### config.mk
export PLATFORM = sky130hd
export DESIGN_NAME = fetch_stage
export DESIGN_NICKNAME = d
export VERILOG_FILES = /design/src/rtl/fetch_stage.sv
export SDC_FILE = /design/constraint.sdc
export NUM_CORES = 1
export LEC_CHECK = 0
export CAP_MARGIN = 20
export CORE_UTILIZATION = 35
export CTS_CLUSTER_DIAMETER = 30
export DETAILED_ROUTE_END_ITERATION = 7
export SYNTH_ARGS = -nofsm -noshare
export SYNTH_HDL_FRONTEND = slang
export SYNTH_SLANG_ARGS = --single-unit
### constraint.sdc
create_clock -name clk -period 3.8 [get_ports clk]
set_input_delay 0.95 -clock clk [delete_from_list [all_inputs] [get_ports clk]]
set_output_delay 0.95 -clock clk [all_outputs]
set_load 0.01 [all_outputs]
### src/rtl/fetch_stage.sv
// rtl/fetch_stage.sv - instruction fetch stage with IF/ID register and one-entry skid buffer
//
// Ports:
//   clk, rst          rising-edge clock, synchronous active-high reset
//   stall             decode cannot accept; IF/ID holds
//   branch_taken/target, jump/jump_target
//                     redirect requests; branch wins when both are set
//   imem_req/addr     registered request to instruction memory; addr stable while req=1
//   imem_ready/rdata  memory returns rdata in the cycle ready=1
//   if_id_instr/pc4/valid
//                     pipeline register presented to decode
module fetch_stage #(
  parameter logic [31:0] RESET_PC = 32'h0000_0000
) (
  input  logic        clk,
  input  logic        rst,
  input  logic        stall,
  input  logic        branch_taken,
  input  logic [31:0] branch_target,
  input  logic        jump,
  input  logic [31:0] jump_target,
  output logic        imem_req,
  output logic [31:0] imem_addr,
  input  logic        imem_ready,
  input  logic [31:0] imem_rdata,
  output logic [31:0] if_id_instr,
  output logic [31:0] if_id_pc4,
  output logic        if_id_valid
);

  localparam logic [1:0] IDLE = 2'd0;
  localparam logic [1:0] BUSY = 2'd1;
  localparam logic [1:0] FULL = 2'd2;

  logic [1:0]  state_q, state_n;
  logic [31:0] pc_q, pc_n;
  logic [31:0] req_addr_q, req_addr_n;
  logic        kill_q, kill_n;
  logic [31:0] buf_instr_q, buf_instr_n;
  logic [31:0] buf_pc4_q, buf_pc4_n;
  logic [31:0] instr_q, instr_n;
  logic [31:0] pc4_q, pc4_n;
  logic        valid_q, valid_n;
  logic        req_q;

  logic        redirect;
  logic [31:0] target;
  logic [31:0] seq_addr;

  assign redirect = branch_taken | jump;
  assign target   = branch_taken ? branch_target : jump_target;
  assign seq_addr = req_addr_q + 32'd4;

  always_comb begin
    state_n     = state_q;
    pc_n        = pc_q;
    req_addr_n  = req_addr_q;
    kill_n      = kill_q;
    buf_instr_n = buf_instr_q;
    buf_pc4_n   = buf_pc4_q;
    instr_n     = instr_q;
    pc4_n       = pc4_q;
    valid_n     = valid_q;

    // No new word this cycle: decode consumed IF/ID, so it turns into a
    // bubble; pc4 is left alone. Overwritten below when a word lands.
    if (!stall) begin
      instr_n = 32'd0;
      valid_n = 1'b0;
    end

    if (redirect) begin
      pc_n    = target;
      instr_n = 32'd0;
      pc4_n   = 32'd0;
      valid_n = 1'b0;
      if (state_q == BUSY && !imem_ready) begin
        // The request cannot be withdrawn; remember to drop its data.
        kill_n = 1'b1;
      end else begin
        kill_n  = 1'b0;
        state_n = IDLE;
      end
    end else begin
      case (state_q)
        IDLE: begin
          state_n    = BUSY;
          req_addr_n = pc_q;
        end
        BUSY: begin
          if (imem_ready) begin
            if (kill_q) begin
              // Stale word from before the redirect; refetch at the target.
              kill_n     = 1'b0;
              req_addr_n = pc_q;
            end else if (!stall || !valid_q) begin
              instr_n    = imem_rdata;
              pc4_n      = seq_addr;
              valid_n    = 1'b1;
              pc_n       = seq_addr;
              req_addr_n = seq_addr;
            end else begin
              // IF/ID is occupied and held: park the word in the skid buffer.
              buf_instr_n = imem_rdata;
              buf_pc4_n   = seq_addr;
              pc_n        = seq_addr;
              state_n     = FULL;
            end
          end
        end
        FULL: begin
          if (!stall) begin
            instr_n = buf_instr_q;
            pc4_n   = buf_pc4_q;
            valid_n = 1'b1;
            state_n = IDLE;
          end
        end
        default: state_n = IDLE;
      endcase
    end
  end

  always_ff @(posedge clk) begin
    if (rst) begin
      state_q     <= IDLE;
      pc_q        <= RESET_PC;
      req_addr_q  <= RESET_PC;
      kill_q      <= 1'b0;
      buf_instr_q <= 32'd0;
      buf_pc4_q   <= 32'd0;
      instr_q     <= 32'd0;
      pc4_q       <= 32'd0;
      valid_q     <= 1'b0;
      req_q       <= 1'b0;
    end else begin
      state_q     <= state_n;
      pc_q        <= pc_n;
      req_addr_q  <= req_addr_n;
      kill_q      <= kill_n;
      buf_instr_q <= buf_instr_n;
      buf_pc4_q   <= buf_pc4_n;
      instr_q     <= instr_n;
      pc4_q       <= pc4_n;
      valid_q     <= valid_n;
      req_q       <= (state_n == BUSY);
    end
  end

  assign imem_req    = req_q;
  assign imem_addr   = req_addr_q;
  assign if_id_instr = instr_q;
  assign if_id_pc4   = pc4_q;
  assign if_id_valid = valid_q;

endmodule

== After elaboration in Yosys (flattened, before gate mapping) ==
Index checks and enable logic that the tools add are counted.

* Input bits: 102
* Output and inout bits: 98
* Flip-flop bits (word level): 197

* Reduce and logical (&&, ||, !) cells: 16
* Equal/unequal tests: 9
* Add/subtract/negate cells: 1
* Muxes and demuxes: 36
* Bitwise gates (word level): 4

{| class="wikitable"
|+ Operator list
! cell !! count
|-
| $mux W32 || 16
|-
| $pmux W32 S2 || 3
|-
| $add A32 B3 Y32 const B || 1
|-
| $mux W2 || 6
|-
| $reduce_and A5 Y1 || 2
|-
| $mux W1 || 9
|-
| $reduce_bool A2 Y1 || 4
|-
| $ne A2 B2 Y1 const B || 3
|-
| $pmux W2 S3 || 1
|-
| $eq A2 B1 Y1 const B || 2
|-
| $ne A2 B1 Y1 const B || 2
|-
| $reduce_and A4 Y1 || 1
|-
| $logic_not A1 Y1 || 3
|-
| $ne A3 B2 Y1 const B || 1
|-
| $not A1 Y1 || 3
|-
| $reduce_and A3 Y1 || 1
|-
| $eq A2 B2 Y1 const B || 1
|-
| $logic_not A2 Y1 || 1
|-
| $pmux W1 S2 || 1
|-
| $reduce_and A2 Y1 || 1
|-
| $reduce_or A2 Y1 || 1
|-
| $logic_and A1 B1 Y1 || 1
|-
| $logic_or A1 B1 Y1 || 1
|-
| $or A1 B1 Y1 || 1
|}

== Logic depth before layout (Yosys ltp) ==
Gate-level depths: netlist of run 1.

* Word-level depth: 8
* Mapped depth: 10
* Depth with buffers taken out: 7

== Worst setup path after synthesis of run 1 ==
Ideal clock, no wire load.

* Kind: input -> register
* Start: input port jump
* End: register req_addr_q[12], in the netlist imem_addr[12]
* Data required time: 3,672 ps
* Slack: 1,328 ps
* Arrival time: 2,345 ps
* Library setup time: 128 ps
* Stages on the path: 6
* Cells stage by stage: or2_2 buf_2 a221oi_1 o21ai_0 a221oi_1 nor2_1

* Word-level cells in the longest chain between the ends: 3

{| class="wikitable"
|+ Ends and longest elaborated chain
! item !! line !! text
|-
| start, declared || 20 || <nowiki>input logic jump,</nowiki>
|-
| $or A1 B1 Y1 || 50 || <nowiki>assign redirect = branch_taken | jump;</nowiki>
|-
| $not A1 Y1 (no source line) || -- ||
|-
| $reduce_and A4 Y1 (no source line) || -- ||
|-
| end signal, assigned || 139 || <nowiki>req_addr_q <= req_addr_n;</nowiki>
|-
| end, declared || 37 || <nowiki>logic [31:0] req_addr_q, req_addr_n;</nowiki>
|}

No other way between the ends.
A chain may end at the register's enable or synchronous reset.

== Final worst setup path of run 1 ==
* Start: input port stall
* End: register instr_q[7], in the netlist if_id_instr[7]

* Word-level cells in the longest chain between the ends: 6

{| class="wikitable"
|+ Ends and longest elaborated chain
! item !! line !! text
|-
| start, declared || 17 || <nowiki>input logic stall,</nowiki>
|-
| $logic_not A1 Y1 || -- ||
|-
| $logic_or A1 B1 Y1 || 96 || <nowiki>end else if (!stall || !valid_q) begin</nowiki>
|-
| $mux W32 || 96 ||
|-
| $mux W32 || 92 || <nowiki>if (kill_q) begin</nowiki>
|-
| $mux W32 || 91 || <nowiki>if (imem_ready) begin</nowiki>
|-
| $pmux W32 S2 * || 85 || <nowiki>case (state_q)</nowiki>
|-
| end signal, assigned || 143 || <nowiki>instr_q <= instr_n;</nowiki>
|-
| end, declared || 41 || <nowiki>logic [31:0] instr_q, instr_n;</nowiki>
|}

Every way passes the cells marked *; elsewhere a longest branch is shown, timed or not.

==> metrics.md, run 1 <==
| Metric | Value |
|---|---|
| H-tree depth | `4` |
| Initial antenna violation count | `0` |
| Measured slew at the worst slew-check pin | `788 ps` |
| Critical Path AT | `approximately 3100 ps` |
| Drt wl/cell | `19.4 um` |
| Crit. End Element | `register` |
| Number of global-route vias before repair | `8,230` |
| Hold Buf Count CTS | `0` |
| CP Data Required Time | `~4200 ps` |
| Top-area cell type share of the netlist area | `0.448` |
| VDD IR max | `around 260 uV` |
| Seq/Total Area, Yosys | `0.448` |
| Setup crit start kind | `primary input` |
| Commonest register cell after synthesis | `dfxtp_1` |
| Area contributors post-synth | `dfxtp_1 45%, nor2_1 4.8%, nand2_1 4.8%, a211oi_1 4.3%, a222oi_1 4.2%` |
| CP max FO | `23` |
| Initial Utilization | `0.359` |
| Clock sinks | `a little under 200` |
| Drt total wl | `29,400 um` |
| Number of placement rows | `between 50 and 60` |
| Drt via density | `approximately 5.7` |
| Syn Inst Count | `around 1,000` |
| CP Cell Sequence | `clkdlybuf4s50_1, and2_1, nor3_2, buf_4, a22o_1, a222oi_1, nor2_1` |
| Mapped Area | `between 0.008 and 0.009 mm2` |
| Drt drc | `0` |
| Lkg Pwr | `3.81 nW` |
| Synth warn | `0` |
| Final setup viols | `0` |
| CTS resizes | `0` |
| Core footprint | `0.0245 mm2` |
| Final period utilization | `0.730` |
| Die area | `about 0.026 mm2` |
| Pin count of the biggest net entering global routing | `72` |
| Clk_lat worst skew | `between 400 and 500 ps` |
| Total congestion overflow | `0` |
| Cts bufs inserted | `17` |
| CP peak stage delay | `620 ps` |
| Setup repair bufs after CTS | `0` |
| GRT Overall Usage | `0.225` |
| Clk root buf | `clkbuf_16` |
| Outcome | `finished, final reports clean` |
| Share of cells above drive strength 1 | `0.0714` |
| Number of iterations in the first detailed-routing pass | `7` |
| Worst-path clk slew | `approximately 80 ps` |
| DIE WIDTH | `about 160 um` |
| Largest area contributor in the netlist | `dfxtp_1` |
| RSZ-0062 raised after global routing | `no` |
| Clock buffer depth | `2` |
| Unique cell type count in the Yosys netlist | `60` |
| Fin util | `0.476` |
| Final min period | `~2800 ps` |
| Port bufs | `between 150 and 200` |
| Layout Nets | `1,285` |
| Number of max-cap violations | `0` |
| Worst Clk Skew | `between 10 and 15 ps` |
| Relative slew slack | `0.473` |
| Vias post-DR | `between 8,000 and 9,000` |
| Syn nets | `about 1,100` |
| Final HPWL DP | `between 15,000 and 20,000 um` |
| EDFF count, synth | `0` |
| Asr flop ratio synth | `0` |
| I/O pin count | `200` |
| Hold WC Path Type | `reg2reg` |
| Power Dens Cells | `between 300 and 400 mW/mm2` |
| Number of diodes | `0` |
| Post-synthesis register bit count | `197` |
| Die Y-Extent | `approximately 160 um` |
| First-pass GRT wire length | `46,200 um` |
| CTS tree | `done` |
| Layout area overhead | `32.6%` |
| Final-report hold violation count | `0` |
| Critical-path top delay cell | `nor3_2` |
| Setup CP Type | `in2reg` |
| Total negative slack | `0 ps` |
| Fmax | `roughly 360 MHz` |
| Final Power | `4.42 mW` |
| First DRT Iteration DRCs | `roughly 870` |
| Detail Route Antenna Nets | `0` |
| Avg Cell Area, Syn | `8.59 um2` |
| GPL Wtd Cong | `roughly 0.83` |
| Max-slew violation count | `0` |
[synthesized netlist by cell type (15+ instances only)]
library cell	count
nor3_1	31
o21ai_0	25
a211oi_1	51
and3_1	15
dfxtp_1	197
clkbuf_1	79
a222oi_1	37
nor2_1	113
nand3_1	28
a22o_1	32
a21oi_1	69
nand4_1	16
o221ai_1	17
a22oi_1	19
nand2_1	112
o22ai_1	34
[sequential cells by signal, indices dropped and copies added, names as in the netlist]
register	count
pc_q	32
kill_q	1
if_id_instr	32
state_q	2
imem_addr	32
buf_pc4_q	32
buf_instr_q	32
if_id_pc4	32
imem_req	1
if_id_valid	1
[path summary, 6_finish.rpt]
kind                              from  depth (start not counted)  slack (ps)                   endpoint
max                              stall                          7        1030  if_id_instr[7]$_SDFF_PP0_
min          if_id_pc4[4]$_SDFFE_PP0P_                          2         450  if_id_pc4[4]$_SDFFE_PP0P_
max reg2reg  imem_addr[2]$_SDFFE_PP0P_                          7        1270      pc_q[30]$_SDFFE_PP0P_
min reg2reg  if_id_pc4[4]$_SDFFE_PP0P_                          2         450  if_id_pc4[4]$_SDFFE_PP0P_
[metrics by stage]
| step | setup slack, ps | cell area, um2 | hold WS, ps | cells |
|---|---|---|---|---|
| 2_1_floorplan | 1330 | 8810 | 432 | 1026 |
| 3_3_place_gp | 633 | 11100 | 440 | 1483 |
| 3_5_place_dp | 573 | 11100 | 447 | 1483 |
| 4_1_cts | 1020 | 11700 | 458 | 1515 |
| 5_1_grt | 837 | 11700 | 474 | 1515 |
| 6_report | 1030 | 11700 | 452 | 1515 |
[cells in the final DEF, fill, tap and decap left out, drive strengths merged, types with 17 or more instances in the layout]
cell type,instances
clkbuf,17
o22ai,34
nor3,31
inv,17
a211oi,51
a22oi,19
nor2,113
a222oi,37
nand2,112
o21ai,25
buf,31
a21oi,70
a22o,32
clkdlybuf4s50,198
nand3,28
nand4,17
dfxtp,197
o221ai,17
[critical path: cells and delay by family]
| family | cells | cell delay (ps) |
|---|---|---|
| compound gates | 2 | 270 |
| buf+inv | 2 | 910 |
| simple gates | 3 | 1000 |
[per-layer routing]
metal  vias to the layer above  global-route usage  part of all wire
met1                      4134               0.302              0.46
li1                       4159                   -                 -
met2                       305               0.363              0.46
met3                        41              0.0442             0.055
met5                         -                   0                 0
met4                         0              0.0719             0.024
[area by class of cell]
cell class                      count  area (um2)
Clock buffer                       17         425
Clock inverter                     15         164
Fill cell                        2451       12900
Inverter                           11        41.3
Multi-Input combinational cell    722        4480
Sequential cell                   197        3940
Tap cell                          324         405
Timing Repair Buffer              229        2230
[report_power, final]
part	internal, mW	switching [mW]
logic	0.208	0.233
registers	2.11	0.0427
clock network	0.938	0.893
[kinds of logic (layout without fill, tap and decap cells)]
logic type / after synthesis / in the layout / synth area share
AND/OR/NAND/NOR: 347 / 347 / 0.182
AO/OA/AOI/OAI: 332 / 332 / 0.276
flip-flops: 197 / 197 / 0.448
buffers and inverters: 107 / 272 / 0.0481
XOR/XNOR: 28 / 28 / 0.0278
multiplexers: 10 / 10 / 0.0114
adder cells (fa/ha/maj): 5 / 5 / 0.00710
Note: power is estimated with default switching activity, not from simulation.
==> run 2, diff against run 1 <==
==> constraint.sdc (replaced) <==
create_clock -name clk -period 2.89 [get_ports clk]
set_input_delay 0.7225 -clock clk [delete_from_list [all_inputs] [get_ports clk]]
set_output_delay 0.7225 -clock clk [all_outputs]
set_load 0.01 [all_outputs]
==> metrics.md, run 2 (same netlist as run 1, synthesis figures left out) <==
| Metric | Value |
|---|---|
| Number of iterations in the first detailed-routing pass | `8 (+1)` |
| Hold WC Path Type | `reg2reg` |
| Setup crit start kind | `register` |
| CP Data Required Time | `3210 ps (-960 ps)` |
| Commonest cells after routing, fill and taps aside | `198 x clkdlybuf4s50_1, 197 x dfxtp_1, 111 x nor2_1, 111 x nand2_1, 68 x a21oi_1` |
| Port bufs | `199 (unchanged)` |
| GRT Overall Usage | `0.228 (+0.00274)` |
| Relative slew slack | `0.462 (-0.0115)` |
| Layout Nets | `1,301 (+1.2%)` |
| Cell Area, Placed | `0.0113 mm2 (+1.6%)` |
| Outcome | `complete, but fails checks` |
| Max-slew violation count | `0 (unchanged)` |
| Vias post-DR | `8,691 (+0.60%)` |
| Measured slew at the worst slew-check pin | `804 ps (+16.1 ps)` |
| Final-report hold violation count | `0 (unchanged)` |
| Drt via density | `5.68 (-0.45%)` |
| Drt drc | `2 (+2)` |
| Critical Path AT | `2670 ps (-470 ps)` |
| Initial Utilization | `0.359 (unchanged)` |
| Drt wl/cell | `19.2 um (-0.99%)` |
| Post-route cell area | `0.0119 mm2 (+1.8%)` |
| Power Dens Cells | `500 mW/mm2 (+32%)` |
| Worst-path clk slew | `80 ps (about the same)` |
| Lkg Pwr | `3.93 nW (+3.1%)` |
| First DRT Iteration DRCs | `742 (-15%)` |
| Number of diodes | `0 (unchanged)` |
| Reg2reg setup slack | `540 ps (-730 ps)` |
| Clock buffer depth | `2 (unchanged)` |
| Reg2reg path depth | `5 (-2)` |
| Total congestion overflow | `0 (unchanged)` |
| RSZ-0062 raised after global routing | `no` |
| Cts bufs inserted | `17 (unchanged)` |
| Detail Route Antenna Nets | `0 (unchanged)` |
| End of the worst hold path | `pc_q[0]$_SDFFE_PP0P_` |
| Crit. End Element | `register` |
| VDD IR max | `331 uV (+25%)` |
| CTS tree | `done` |
| Hold Buf Count CTS | `0 (unchanged)` |
| Setup CP Type | `reg2reg` |
| Die area | `0.0258 mm2 (unchanged)` |
| Clock sinks | `197 (unchanged)` |
| R2r endpoint | `pc_q[25]$_SDFFE_PP0P_` |
| CTS resizes | `0 (unchanged)` |
| Core footprint | `0.0245 mm2 (unchanged)` |
| First-pass GRT wire length | `46,800 um (+1.3%)` |
| Reg2reg start | `imem_addr[4]$_SDFFE_PP0P_` |
| Hold_sp | `pc_q[0]$_SDFFE_PP0P_` |
| Number of max-cap violations | `0 (unchanged)` |
| GPL Wtd Cong | `0.831 (about the same)` |
| Total negative slack | `0 ps (unchanged)` |
| Final HPWL DP | `19,900 um (+1.6%)` |
| CP max FO | `9 (-61%)` |
| Clk_lat worst skew | `440 ps (about the same)` |
| Setup repair bufs after CTS | `0 (unchanged)` |
| H-tree depth | `4 (unchanged)` |
| Die Y-Extent | `161 um (unchanged)` |
| Clk root buf | `clkbuf_16` |
| Final min period | `roughly 2300 ps` |
| Hold depth | `2 (unchanged)` |
| Fmax | `426 MHz` |
| Initial antenna violation count | `0 (unchanged)` |
| Failing checks | `design-rule violations` |
| Pin count of the biggest net entering global routing | `72 (unchanged)` |
| Worst Clk Skew | `16.3 ps (+1.44 ps)` |
| Number of global-route vias before repair | `8,356 (+1.5%)` |
| Final setup viols | `0 (unchanged)` |
| Number of placement rows | `57 (unchanged)` |
| Share of cells above drive strength 1 | `0.0837 (+0.0123)` |
| DIE WIDTH | `161 um (unchanged)` |
| Commonest non-fill, non-tap cell in the layout | `clkdlybuf4s50_1` |
| I/O pin count | `200 (unchanged)` |
| Layout area overhead | `35.0%` |
| Drt total wl | `29,400 um (about the same)` |
| Final period utilization | `0.813` |
run 2: cell count changes in the layout (fill, tap and decap cells not counted), sizes merged:
cell | before | now
clkinv | 6 | 5
inv | 17 | 18
clkinvlp | 2 | 0
clkbuf | 17 | 18
buf | 31 | 47
bufinv | 1 | 2
run 2: metal layers:
metal	share of wire	vias to the layer above	routed length (um)	GRT usage
met4	0.021	0	627	0.0788
met3	0.060	33	1760	0.0431
met1	0.44	4168	13000	0.299
li1	-	4184	-	-
met5	0	-	0	0
met2	0.47	306	13900	0.374
run 2: cell type report:
| class | instances | area [um2] |
|---|---|---|
| fill | 2361 | 12600 |
| multi-input combinational | 722 | 4480 |
| sequential | 197 | 3940 |
| timing repair buffer | 245 | 2410 |
| clock buffer | 18 | 439 |
| tap | 324 | 405 |
| clock inverter | 14 | 180 |
| inverter | 11 | 41.3 |
run 2: worst max-delay path by stage:
stage / slack [ps] / startpoint / end
global placement: 230 / jump / imem_addr[19]$_SDFFE_PP0P_
floorplan: 650 / jump / imem_addr[12]$_SDFFE_PP0P_
finish: 540 / imem_addr[4]$_SDFFE_PP0P_ / pc_q[25]$_SDFFE_PP0P_
detailed placement: 150 / jump / pc_q[6]$_SDFFE_PP0P_
global route: 360 / imem_addr[4]$_SDFFE_PP0P_ / pc_q[31]$_SDFFE_PP0P_
CTS: 530 / imem_addr[4]$_SDFFE_PP0P_ / imem_addr[4]
run 2: where the power goes:
part           switching, mW  internal (mW)
registers             0.0567           2.77
logic                  0.309          0.289
clock network           1.17           1.35
run 2: per-stage QoR:
step                power, mW  std cells  setup WS, ps  utilization  hold WS (ps)
finish                   5.94       1531           541        0.485           455
global route             6.16       1531           363        0.485           470
CTS                      6.00       1531           533        0.485           458
detailed placement       3.48       1499           154        0.460           447
global placement         3.48       1499           226        0.460           442
floorplan                3.15       1026           645            -           432
run 2: critical path, stage by stage (launching register included):
cell	delay (ps)
dfxtp_1	570
nand4_4	270
or3_4	500
nor4_2	320
nor2_1	170
a2111oi_2	400
==> run 3, diff against run 2 <==
==> constraint.sdc (replaced) <==
create_clock -name clk -period 2 [get_ports clk]
set_input_delay 0.5 -clock clk [delete_from_list [all_inputs] [get_ports clk]]
set_output_delay 0.5 -clock clk [all_outputs]
set_load 0.01 [all_outputs]
==> metrics.md, run 3 (same netlist as run 1, synthesis figures left out) <==
| Metric | Value |
|---|---|
| Total congestion overflow | `0 (unchanged)` |
| Clock sinks | `197 (unchanged)` |
| Final-report hold violation count | `0 (unchanged)` |
| Initial Utilization | `0.359 (unchanged)` |
| Drt drc | `0 (-2)` |
| I/O pin count | `200 (unchanged)` |
| Fmax | `~510 MHz` |
| H-tree depth | `4 (unchanged)` |
| Number of max-cap violations | `0 (unchanged)` |
| GPL Wtd Cong | `0.881 (+6.0%)` |
| Final Power | `8.59 mW (+45%)` |
| Number of iterations in the first detailed-routing pass | `6 (-2)` |
| Number of global-route vias before repair | `8,688 (+4.0%)` |
| Hold WC Path Type | `in2reg` |
| Core footprint | `0.0245 mm2 (unchanged)` |
| Max-slew violation count | `0 (unchanged)` |
| DIE WIDTH | `161 um (unchanged)` |
| Combinational power share | `0.119 (+0.018)` |
| Psw | `2.26 mW (+47%)` |
| Crit path buf inv count | `2 (+2)` |
| Vias post-DR | `9,115 (+4.9%)` |
| Initial antenna violation count | `1 (+1)` |
| Wire length on met3 | `1870 um (+6.0%)` |
| Outcome | `finished, final reports clean` |
| WHS | `422 ps (-33.3 ps)` |
| Worst-path clk slew | `70 ps (about the same)` |
| Setup crit start kind | `register` |
| Port bufs | `199 (unchanged)` |
| Detail Route Antenna Nets | `0 (unchanged)` |
| Layout area overhead | `48.8%` |
| Final min period | `around 2000 ps` |
| Clock power share | `0.408 (-0.016)` |
| Relative slew slack | `0.617 (+0.155)` |
| Drt wl/cell | `18.5 um (-3.5%)` |
| Critical Path AT | `1450 ps (-1220 ps)` |
| Final period utilization | `0.973` |
| Die Y-Extent | `161 um (unchanged)` |
| Commonest non-fill, non-tap cell in the layout | `dfxtp_1` |
| Crit path max-delay family | `buffers and inverters` |
| Share of cells above drive strength 1 | `0.182 (+0.0979)` |
| Commonest cells after routing, fill and taps aside | `180 x dfxtp_1, 177 x clkdlybuf4s50_1, 117 x buf_4` |
| CP peak stage delay | `550 ps (-20 ps)` |
| Power Dens Cells | `656 mW/mm2 (+31%)` |
| Dpl ws | `-429 ps (-584 ps)` |
| GRT Overall Usage | `0.233 (+0.00510)` |
| Post-route insts no fill | `1,630 (+6.5%)` |
| Crit. End Element | `output port` |
| Met2 routed wirelength | `14,400 um (+3.3%)` |
| Reg power frac | `0.473 (-0.002)` |
| Setup CP Type | `reg2out` |
| Lkg Pwr | `4.84 nW (+23%)` |
| First DRT Iteration DRCs | `898 (+21%)` |
| CP Data Required Time | `1500 ps (-1710 ps)` |
| Setup ws final | `53.2 ps (-488 ps)` |
| CTS tree | `done` |
| Pin count of the biggest net entering global routing | `71 (-1.4%)` |
| CP Cell Sequence | `buf_4, clkdlybuf4s50_1` |
| Critical-path top delay cell | `clkdlybuf4s50_1` |
| First-pass GRT wire length | `47,700 um (+1.9%)` |
| Clk_lat worst skew | `440 ps (about the same)` |
| Number of placement rows | `57 (unchanged)` |
| Cts bufs inserted | `17 (unchanged)` |
| Measured slew at the worst slew-check pin | `570 ps (-234 ps)` |
| DR top layer | `met4` |
| Met1 WL | `13,300 um (+1.8%)` |
| Final setup viols | `0 (unchanged)` |
| Switch share | `0.263 (+0.00394)` |
| Drt via density | `5.59 (-1.5%)` |
| Clock buffer depth | `2 (unchanged)` |
| Drt total wl | `30,200 um (+2.7%)` |
| Clk root buf | `clkbuf_16` |
| P_int | `6.34 mW (+44%)` |
| Final HPWL DP | `21,500 um (+8.1%)` |
| Layout Nets | `1,399 (+7.5%)` |
| VDD IR max | `582 uV (+76%)` |
| Worst Clk Skew | `15.3 ps (-0.973 ps)` |
| Die area | `0.0258 mm2 (unchanged)` |
| Cell count after placement | `1,593 (+6.3%)` |
| RSZ-0062 raised after global routing | `yes` |
| CP max FO | `4 (-5)` |
run 3: cell types whose count changed in the layout (fill, tap and decap cells not counted), moves of 3 or more:
cell             previous run  this run
dlygate4sd2_1               0         4
dfxtp_4                     0         3
xor2_1                     14         8
dlymetal6s2s_1              0        16
dfxtp_2                     0        14
buf_4                      41       117
xor2_2                      0         6
clkdlybuf4s50_1           198       177
buf_12                      6        27
dfxtp_1                   197       180
run 3: cell type report:
type                            instances  area, um2
Sequential cell                       197       3970
Antenna cell                            1       2.50
Fill cell                            2273      11400
Timing Repair Buffer                  343       3450
Clock inverter                         14        156
Multi-Input combinational cell        722       4640
Clock buffer                           18        439
Tap cell                              324        405
Inverter                               11       41.3
run 3: per-layer routing:
metal / vias up / global-route usage
met5: - / 0
met4: 0 / 0.0714
met3: 36 / 0.0429
met2: 323 / 0.386
met1: 4371 / 0.307
li1: 4385 / -
run 3: power by group through the flow:
stage / logic, mW / clock network [mW] / registers [mW]
finish: 1.02 / 3.51 / 4.07
global route: 1.09 / 3.73 / 4.08
CTS: 1.01 / 3.57 / 4.06
detailed placement: 1.00 / 0 / 4.15
global placement: 0.998 / 0 / 4.15
floorplan: 0.396 / 0 / 4.16
run 3: timing repair:
item	CTS	global route
endpoints found under the setup margin	21	114
resized for setup	18	53
hold buffers	0	0
cloned	0	0
buffers inserted	1	4
pin swaps	1	7
run 3: worst paths after layout:
kind	cells past startpoint	endpoint	from	slack, ps
worst max-delay path	2	imem_addr[14]	imem_addr[14]$_SDFFE_PP0P_	50
worst min-delay path	2	imem_addr[2]$_SDFFE_PP0P_	rst	420
worst max register to register	7	buf_pc4_q[31]$_SDFFE_PP0P_	imem_addr[7]$_SDFFE_PP0P_	80
worst min register to register	2	buf_instr_q[1]$_SDFFE_PP0P_	buf_instr_q[1]$_SDFFE_PP0P_	460
run 3: stage by stage:
stage          setup TNS (ps)   util  cell area [um2]
3_5_place_dp           -49800  0.500            12300
3_3_place_gp           -43480  0.500            12300
2_1_floorplan            -118      -             8830
6_report                    0  0.534            13100
4_1_cts                 -6.61  0.526            12900
5_1_grt                 -4.56  0.534            13100
